## config.mk

```make
export PLATFORM = sky130hd
export DESIGN_NAME = axis_switch_out_port
export DESIGN_NICKNAME = d
export VERILOG_FILES = /design/src/rtl/axis_switch_pkg.sv /design/src/rtl/axis_out_reg.sv /design/src/rtl/axis_switch_out_port.sv
export SDC_FILE = /design/constraint.sdc
export NUM_CORES = 1
export LEC_CHECK = 0
export ABC_AREA = 1
export CAP_MARGIN = 30
export CORE_AREA = 5 5 273 275
export DETAILED_ROUTE_END_ITERATION = 12
export DIE_AREA = 0 0 278 280
export RECOVER_POWER = 25
export SETUP_SLACK_MARGIN = 0.3
export SLEW_MARGIN = 10
export SYNTH_ARGS = -nofsm -noshare
export SYNTH_HDL_FRONTEND = slang
export SYNTH_HIERARCHICAL = 1
export SYNTH_SLANG_ARGS = --single-unit
```

## constraint.sdc

```tcl
create_clock -name clk -period 1.9 [get_ports clk]
set_clock_uncertainty 0.1 [all_clocks]
set_input_delay 0.475 -clock clk [delete_from_list [all_inputs] [get_ports clk]]
set_output_delay 0.475 -clock clk [all_outputs]
set_load 0.1 [all_outputs]
```

## src/rtl/axis_switch_pkg.sv

```systemverilog
// Shared types and helpers for the AXI Stream switch egress path.
// Holds the port FSM state type, default beat layout and bus slicing helper.
package axis_switch_pkg;

    localparam int DEF_N_IN       = 8;
    localparam int DEF_DATA_WIDTH = 64;
    localparam int DEF_USER_WIDTH = 1;

    typedef enum logic {
        IDLE = 1'b0,
        XFER = 1'b1
    } sw_state_t;

    typedef struct packed {
        logic [DEF_DATA_WIDTH-1:0]   tdata;
        logic [DEF_DATA_WIDTH/8-1:0] tkeep;
        logic                        tlast;
        logic [DEF_USER_WIDTH-1:0]   tuser;
    } beat_t;

    // LSB of source idx inside a bus flattened at width bits per source.
    function automatic int unsigned src_lsb(
        input int unsigned idx,
        input int unsigned width
    );
        return idx * width;
    endfunction

endpackage

```

## src/rtl/axis_out_reg.sv

```systemverilog
// Single-entry registered AXI Stream output slice.
// Ports: i_* beat in, o_ready = slot free, m_axis_* registered egress.
module axis_out_reg #(
    parameter int DATA_WIDTH = 64,
    parameter int USER_WIDTH = 1
) (
    input  logic                    clk,
    input  logic                    reset_n,
    input  logic                    i_valid,
    input  logic [DATA_WIDTH-1:0]   i_data,
    input  logic [DATA_WIDTH/8-1:0] i_keep,
    input  logic                    i_last,
    input  logic [USER_WIDTH-1:0]   i_user,
    output logic                    o_ready,
    output logic                    m_axis_tvalid,
    output logic [DATA_WIDTH-1:0]   m_axis_tdata,
    output logic [DATA_WIDTH/8-1:0] m_axis_tkeep,
    output logic                    m_axis_tlast,
    output logic [USER_WIDTH-1:0]   m_axis_tuser,
    input  logic                    m_axis_tready
);

    logic                    r_valid;
    logic [DATA_WIDTH-1:0]   r_data;
    logic [DATA_WIDTH/8-1:0] r_keep;
    logic                    r_last;
    logic [USER_WIDTH-1:0]   r_user;
    logic                    w_free;
    logic                    w_load;

    // Slot can take a beat when empty or being drained this cycle.
    assign w_free = !r_valid || m_axis_tready;
    assign w_load = i_valid && w_free;

    always_ff @(posedge clk or negedge reset_n) begin
        if (!reset_n) begin
            r_valid <= 1'b0;
            r_data  <= '0;
            r_keep  <= '0;
            r_last  <= 1'b0;
            r_user  <= '0;
        end else if (w_load) begin
            r_valid <= 1'b1;
            r_data  <= i_data;
            r_keep  <= i_keep;
            r_last  <= i_last;
            r_user  <= i_user;
        end else if (m_axis_tready) begin
            r_valid <= 1'b0;
        end
    end

    assign o_ready       = w_free;
    assign m_axis_tvalid = r_valid;
    assign m_axis_tdata  = r_data;
    assign m_axis_tkeep  = r_keep;
    assign m_axis_tlast  = r_last;
    assign m_axis_tuser  = r_user;

endmodule

```

## src/rtl/axis_switch_out_port.sv

```systemverilog
// Egress port stage: arbitrates once per packet, locks the granted source
// until tlast, and muxes it onto a registered AXI Stream master.
// Ports: s_axis_* flattened sources, m_axis_* egress, arb_* external arbiter.
module axis_switch_out_port
    import axis_switch_pkg::*;
#(
    parameter int N_IN       = DEF_N_IN,
    parameter int DATA_WIDTH = DEF_DATA_WIDTH,
    parameter int USER_WIDTH = DEF_USER_WIDTH,
    parameter int ID_WIDTH   = $clog2(N_IN)
) (
    input  logic                           clk,
    input  logic                           reset_n,
    input  logic [N_IN-1:0]                s_axis_tvalid,
    input  logic [N_IN*DATA_WIDTH-1:0]     s_axis_tdata,
    input  logic [N_IN*DATA_WIDTH/8-1:0]   s_axis_tkeep,
    input  logic [N_IN-1:0]                s_axis_tlast,
    input  logic [N_IN*USER_WIDTH-1:0]     s_axis_tuser,
    output logic [N_IN-1:0]                s_axis_tready,
    output logic                           m_axis_tvalid,
    output logic [DATA_WIDTH-1:0]          m_axis_tdata,
    output logic [DATA_WIDTH/8-1:0]        m_axis_tkeep,
    output logic                           m_axis_tlast,
    output logic [USER_WIDTH-1:0]          m_axis_tuser,
    input  logic                           m_axis_tready,
    output logic [N_IN-1:0]                arb_req_o,
    output logic                           arb_en_o,
    input  logic [N_IN-1:0]                arb_gnt_i,
    input  logic [ID_WIDTH-1:0]            arb_gnt_id_i
);

    localparam int KW = DATA_WIDTH / 8;

    sw_state_t               r_state;
    sw_state_t               w_state_nxt;
    logic [ID_WIDTH-1:0]     r_lock_id;
    logic [N_IN-1:0]         w_tready;
    logic [N_IN-1:0]         w_arb_req;
    logic                    w_arb_en;
    logic                    w_in_valid;
    logic                    w_in_last;
    logic                    w_out_free;
    logic [DATA_WIDTH-1:0]   w_in_data;
    logic [KW-1:0]           w_in_keep;
    logic [USER_WIDTH-1:0]   w_in_user;

    assign w_in_data = s_axis_tdata[
        src_lsb(32'(r_lock_id), DATA_WIDTH) +: DATA_WIDTH];
    assign w_in_keep = s_axis_tkeep[
        src_lsb(32'(r_lock_id), KW) +: KW];
    assign w_in_user = s_axis_tuser[
        src_lsb(32'(r_lock_id), USER_WIDTH) +: USER_WIDTH];
    assign w_in_last = s_axis_tlast[r_lock_id];

    always_comb begin
        w_state_nxt = r_state;
        w_tready    = '0;
        w_arb_req   = '0;
        w_arb_en    = 1'b0;
        w_in_valid  = 1'b0;
        unique case (r_state)
            IDLE: begin
                w_arb_req = s_axis_tvalid;
                w_arb_en  = |s_axis_tvalid;
                if (w_arb_en) begin
                    w_state_nxt = XFER;
                end
            end
            XFER: begin
                // Pointer frozen: no requests until the packet ends.
                w_tready[r_lock_id] = w_out_free;
                w_in_valid = s_axis_tvalid[r_lock_id];
                if (w_in_valid && w_out_free && w_in_last) begin
                    w_state_nxt = IDLE;
                end
            end
        endcase
    end

    always_ff @(posedge clk or negedge reset_n) begin
        if (!reset_n) begin
            r_state   <= IDLE;
            r_lock_id <= '0;
        end else begin
            r_state <= w_state_nxt;
            if (r_state == IDLE && w_arb_en) begin
                r_lock_id <= arb_gnt_id_i;
            end
        end
    end

    // Arbiter strobes stay quiet while reset is held.
    assign arb_req_o     = reset_n ? w_arb_req : '0;
    assign arb_en_o      = reset_n && w_arb_en;
    assign s_axis_tready = w_tready;

    axis_out_reg #(
        .DATA_WIDTH (DATA_WIDTH),
        .USER_WIDTH (USER_WIDTH)
    ) u_out_reg (
        .clk           (clk),
        .reset_n       (reset_n),
        .i_valid       (w_in_valid),
        .i_data        (w_in_data),
        .i_keep        (w_in_keep),
        .i_last        (w_in_last),
        .i_user        (w_in_user),
        .o_ready       (w_out_free),
        .m_axis_tvalid (m_axis_tvalid),
        .m_axis_tdata  (m_axis_tdata),
        .m_axis_tkeep  (m_axis_tkeep),
        .m_axis_tlast  (m_axis_tlast),
        .m_axis_tuser  (m_axis_tuser),
        .m_axis_tready (m_axis_tready)
    );

`ifndef SYNTHESIS
    a_rdy_onehot: assert property (@(posedge clk) disable iff (!reset_n)
        $onehot0(s_axis_tready));
    a_stall_stable: assert property (@(posedge clk) disable iff (!reset_n)
        (m_axis_tvalid && !m_axis_tready) |=>
        (m_axis_tvalid && $stable(m_axis_tdata) && $stable(m_axis_tkeep)
         && $stable(m_axis_tlast) && $stable(m_axis_tuser)));
    a_en_idle: assert property (@(posedge clk) disable iff (!reset_n)
        arb_en_o |-> (r_state == IDLE && |arb_req_o));
    a_lock_only: assert property (@(posedge clk) disable iff (!reset_n)
        (r_state == XFER) |->
        ((s_axis_tready & ~(N_IN'(1) << r_lock_id)) == '0));
    a_gnt_legal: assert property (@(posedge clk) disable iff (!reset_n)
        (|arb_req_o) |-> (|arb_gnt_i));
`endif

endmodule
```

==> flow_summary.ini <==
[worst_setup_path]
crit_path_frequent_cell = buf_12
critPathMaxStageDelay_ns = 0.52
worstPathRequired_ns = 2.07
crit_family = buffers and inverters
worstPathBufferInverterCount = 7
worstSetupStartpointType = register
setup.worst_path.class = reg2reg
timing.critical_path.arrival_ns = 2.40
worstPathMaxFanout = 7
slowest_stage = dfrtp_4
critical_path.cell_chain = buf_12 > buf_6 > nand2_2 > o211ai_1 > nand2_1 > inv_2 > a21oi_4 > buf_12 > nand2_8 > buf_12 > buf_12 > buf_16 > nand2_2 > nand2_1
setup.worst_path.end_class = register

[sta]
holdWs_ns = 0.428
fraction_of_the_cycle_the_final_worst_path_needs_pct = 118
setup_viol = 92
report.final.slew_viol_count = 0
final_period_minus_worst_setup_slack_ns = 2.23
max_slew.worst_pin.slew_ns = 0.957
timing.slew.headroom_pct = 36.2
finalSetupTns_ns = -22.84
fmax_ghz = 0.448
final_critical_path_setup_slack_ns = -0.335
report.final.hold_viol_count = 0
rsz_0062_raised_after_global_routing = yes

[drt]
detail_route.iter0.violations = 592
avgViaCountPerCell = 4.06
wire_per_inst_um = 21.0
vias = 13100
routed_wirelength_um = 67900
dr.pass1.iters = 5
drt.antenna.violating_nets = 0
drc_errors = 0

[worst_hold_path]
hold_path.class = reg2reg

[global_routing]
grt-ovfl-total = 0
grt.total_usage_pct = 16.3
number_of_global_route_vias_before_repair = 13500
grt_first_pass_wirelength_um = 92400
grt_max_degree = 54
grt_antenna_before_repair = 10

[clock_tree]
cts_tree = done
worst_setup_hold_path_clk_slew_ns = 0.07
worst_skew_pair.late_latency_ns = 0.37
clk_path_buf_depth = 2
cts_inserted_buffers = 9
level_count_of_the_clock_h_tree = 3
cts_root_buf = clkbuf_16
cts.sinks = 79

[placement]
dp.final_hpwl_um = 52400
place.port_buffers = 697
pre_cts_ws_ns = -0.496
place.gp.congestion = 0.904
placed_area_um2 = 18200
dp_cells = 3121

[pwr]
power_frac_clock_pct = 5.6
finalPower_mw = 36.9
power.share.sequential_pct = 9.6
power-per-cell-area_nw_per_um2 = 1790
max-vdd-ir-drop_v = 0.000845
power.combinational.fraction_pct = 84.8
power.net_switching_mw = 19.8
switching_fraction_pct = 53.7
internal-power_mw = 17.1
power.leakage_nw = 8.67

[logic_synthesis]
synthesis.area_per_instance_um2 = 5.63
flop_and_latch_count_out_of_synthesis = 79
post_synth_xor_area_fraction_pct = 0
synth-compound-area-share_pct = 22.6
synth_top_family_by_area = simple AND/OR/NAND/NOR gates
netlist-cell-type-count = 24
syn-cell-area_um2 = 7980
syn_inst = 1419
syn_nets = 2033
post_synth_mux_area_share_pct = 0
synth_area_in_simple_gates_pct = 41.3
ys_seq_area_share_pct = 24.8
synth_fa_ha_area_share_pct = 0
synthesis.yosys.warnings = 6

[final_layout]
area_delta_synth_final_pct = 158
mostFrequentLayoutCells = 596 x clkdlybuf4s50_1, 339 x nor2_1, 239 x o21ai_0
layout_commonest_cell = clkdlybuf4s50_1
design.final.nets = 2881
post_route_cells_drive_above_1_share_pct = 25.0
finished_layout_cells = 3236
final_design_area_no_fill_um2 = 20600
postLayoutCoreUtil_pct = 28.6

[status]
run_status = finished with violations
violations = negative setup slack

[die]
floorplan.rows = 99
num_io_pins = 706
die_area_um2 = 77800
coreArea_um2 = 72100
initial_core_util_pct = 11.1
chipWidth_um = 278
die_y_um = 280

[run]
max_cap_check_violation_count = 0
[worst paths after layout]
check / startpoint / to / slack (ns) / depth (start not counted)
max: r_lock_id[0]$_DFFE_PN0P_ / u_out_reg/m_axis_tdata[52]$_DFFE_PN0P_ / -0.33 / 14
min: u_out_reg/m_axis_tdata[57]$_DFFE_PN0P_ / u_out_reg/m_axis_tdata[57]$_DFFE_PN0P_ / 0.43 / 2
max reg2reg: r_lock_id[0]$_DFFE_PN0P_ / u_out_reg/m_axis_tdata[52]$_DFFE_PN0P_ / -0.33 / 14
min reg2reg: u_out_reg/m_axis_tdata[57]$_DFFE_PN0P_ / u_out_reg/m_axis_tdata[57]$_DFFE_PN0P_ / 0.43 / 2
max in group asynchronous: reset_n / r_lock_id[0]$_DFFE_PN0P_ / 0.24 / 3
min in group asynchronous: reset_n / u_out_reg/m_axis_tdata[29]$_DFFE_PN0P_ / 0.61 / 2
[worst reg2reg max path: cells and delay by family (launching register included)]
family	cells	cell delay, ns
buffers and inverters	7	0.96
DFF	1	0.52
and+or+nand+nor	5	0.30
AOI/OAI and AO/OA	2	0.24
[Yosys cell counts]
cell	number	area, um^2
buf_2	59	295
o2111ai_1	12	105
nand2_2	1	6.26
inv_1	56	210
inv_4	1	6.26
a21oi_1	25	125
nand3_2	1	10.0
buf_4	15	113
nand2_4	1	11.3
nand4_1	25	156
o21ai_0	243	1220
buf_6	15	169
o22ai_1	15	93.8
nor2_1	357	1340
nand2_1	321	1200
nor2_4	2	22.5
o21ai_1	51	255
nor3_1	2	10.0
dfrtp_1	79	1980
clkbuf_1	24	90.1
o211ai_1	1	7.51
nand3_1	106	531
inv_2	6	22.5
nor2_2	1	6.26
[cell type report]
type | instances | area (um^2)
diodes | 5 | 12.5
repair buffers | 949 | 10800
fillers | 7805 | 51500
inverters | 63 | 263
clock inverters | 5 | 78.8
well taps | 959 | 1200
clock buffers | 11 | 253
multi-input cells | 1165 | 5960
flip-flops and latches | 79 | 2010
[kinds of logic (layout without fill, tap and decap cells)]
| logic type | count (synthesis) | in the layout |
|---|---|---|
| AO/OA/AOI/OAI | 347 | 347 |
| buffers and inverters | 176 | 1028 |
| flip-flops | 79 | 79 |
| other | 0 | 5 |
| AND/OR/NAND/NOR | 817 | 818 |
[registers in the layout (all words and copies together) (netlist names)]
register,count
u_out_reg/m_axis_tdata,64
u_out_reg/m_axis_tkeep,8
r_lock_id,3
r_state,1
u_out_reg/m_axis_tlast,1
u_out_reg/m_axis_tuser,1
u_out_reg/m_axis_tvalid,1
[power by group through the flow]
stage	logic [mW]	clock network [mW]	registers, mW
CTS	30.4	2.20	3.51
global route	33.3	2.23	3.66
floorplan	8.61	0	8.25
global placement	24.8	0	3.58
detailed placement	24.8	0	3.56
finish	31.3	2.06	3.56
[layer usage]
metal  wire, um  share of wire (%)  global-route usage [%]  up-vias
met4       2700                4.0                    6.17        2
met3       5010                7.4                    4.43       91
met1      26800                 39                    18.7     6039
met2      33500                 49                    29.0      644
li1           -                  -                       -     6366
met5         13              0.019                       0        -
[timing repair]
item                       4_1_cts  5_1_grt
cloned                          20        3
pin swaps                       67       31
gates resized for setup        151      123
hold buffers                     0        0
buffers inserted                44       27
setup endpoints to repair      135      146
Note: power is estimated with default switching activity, not from simulation.
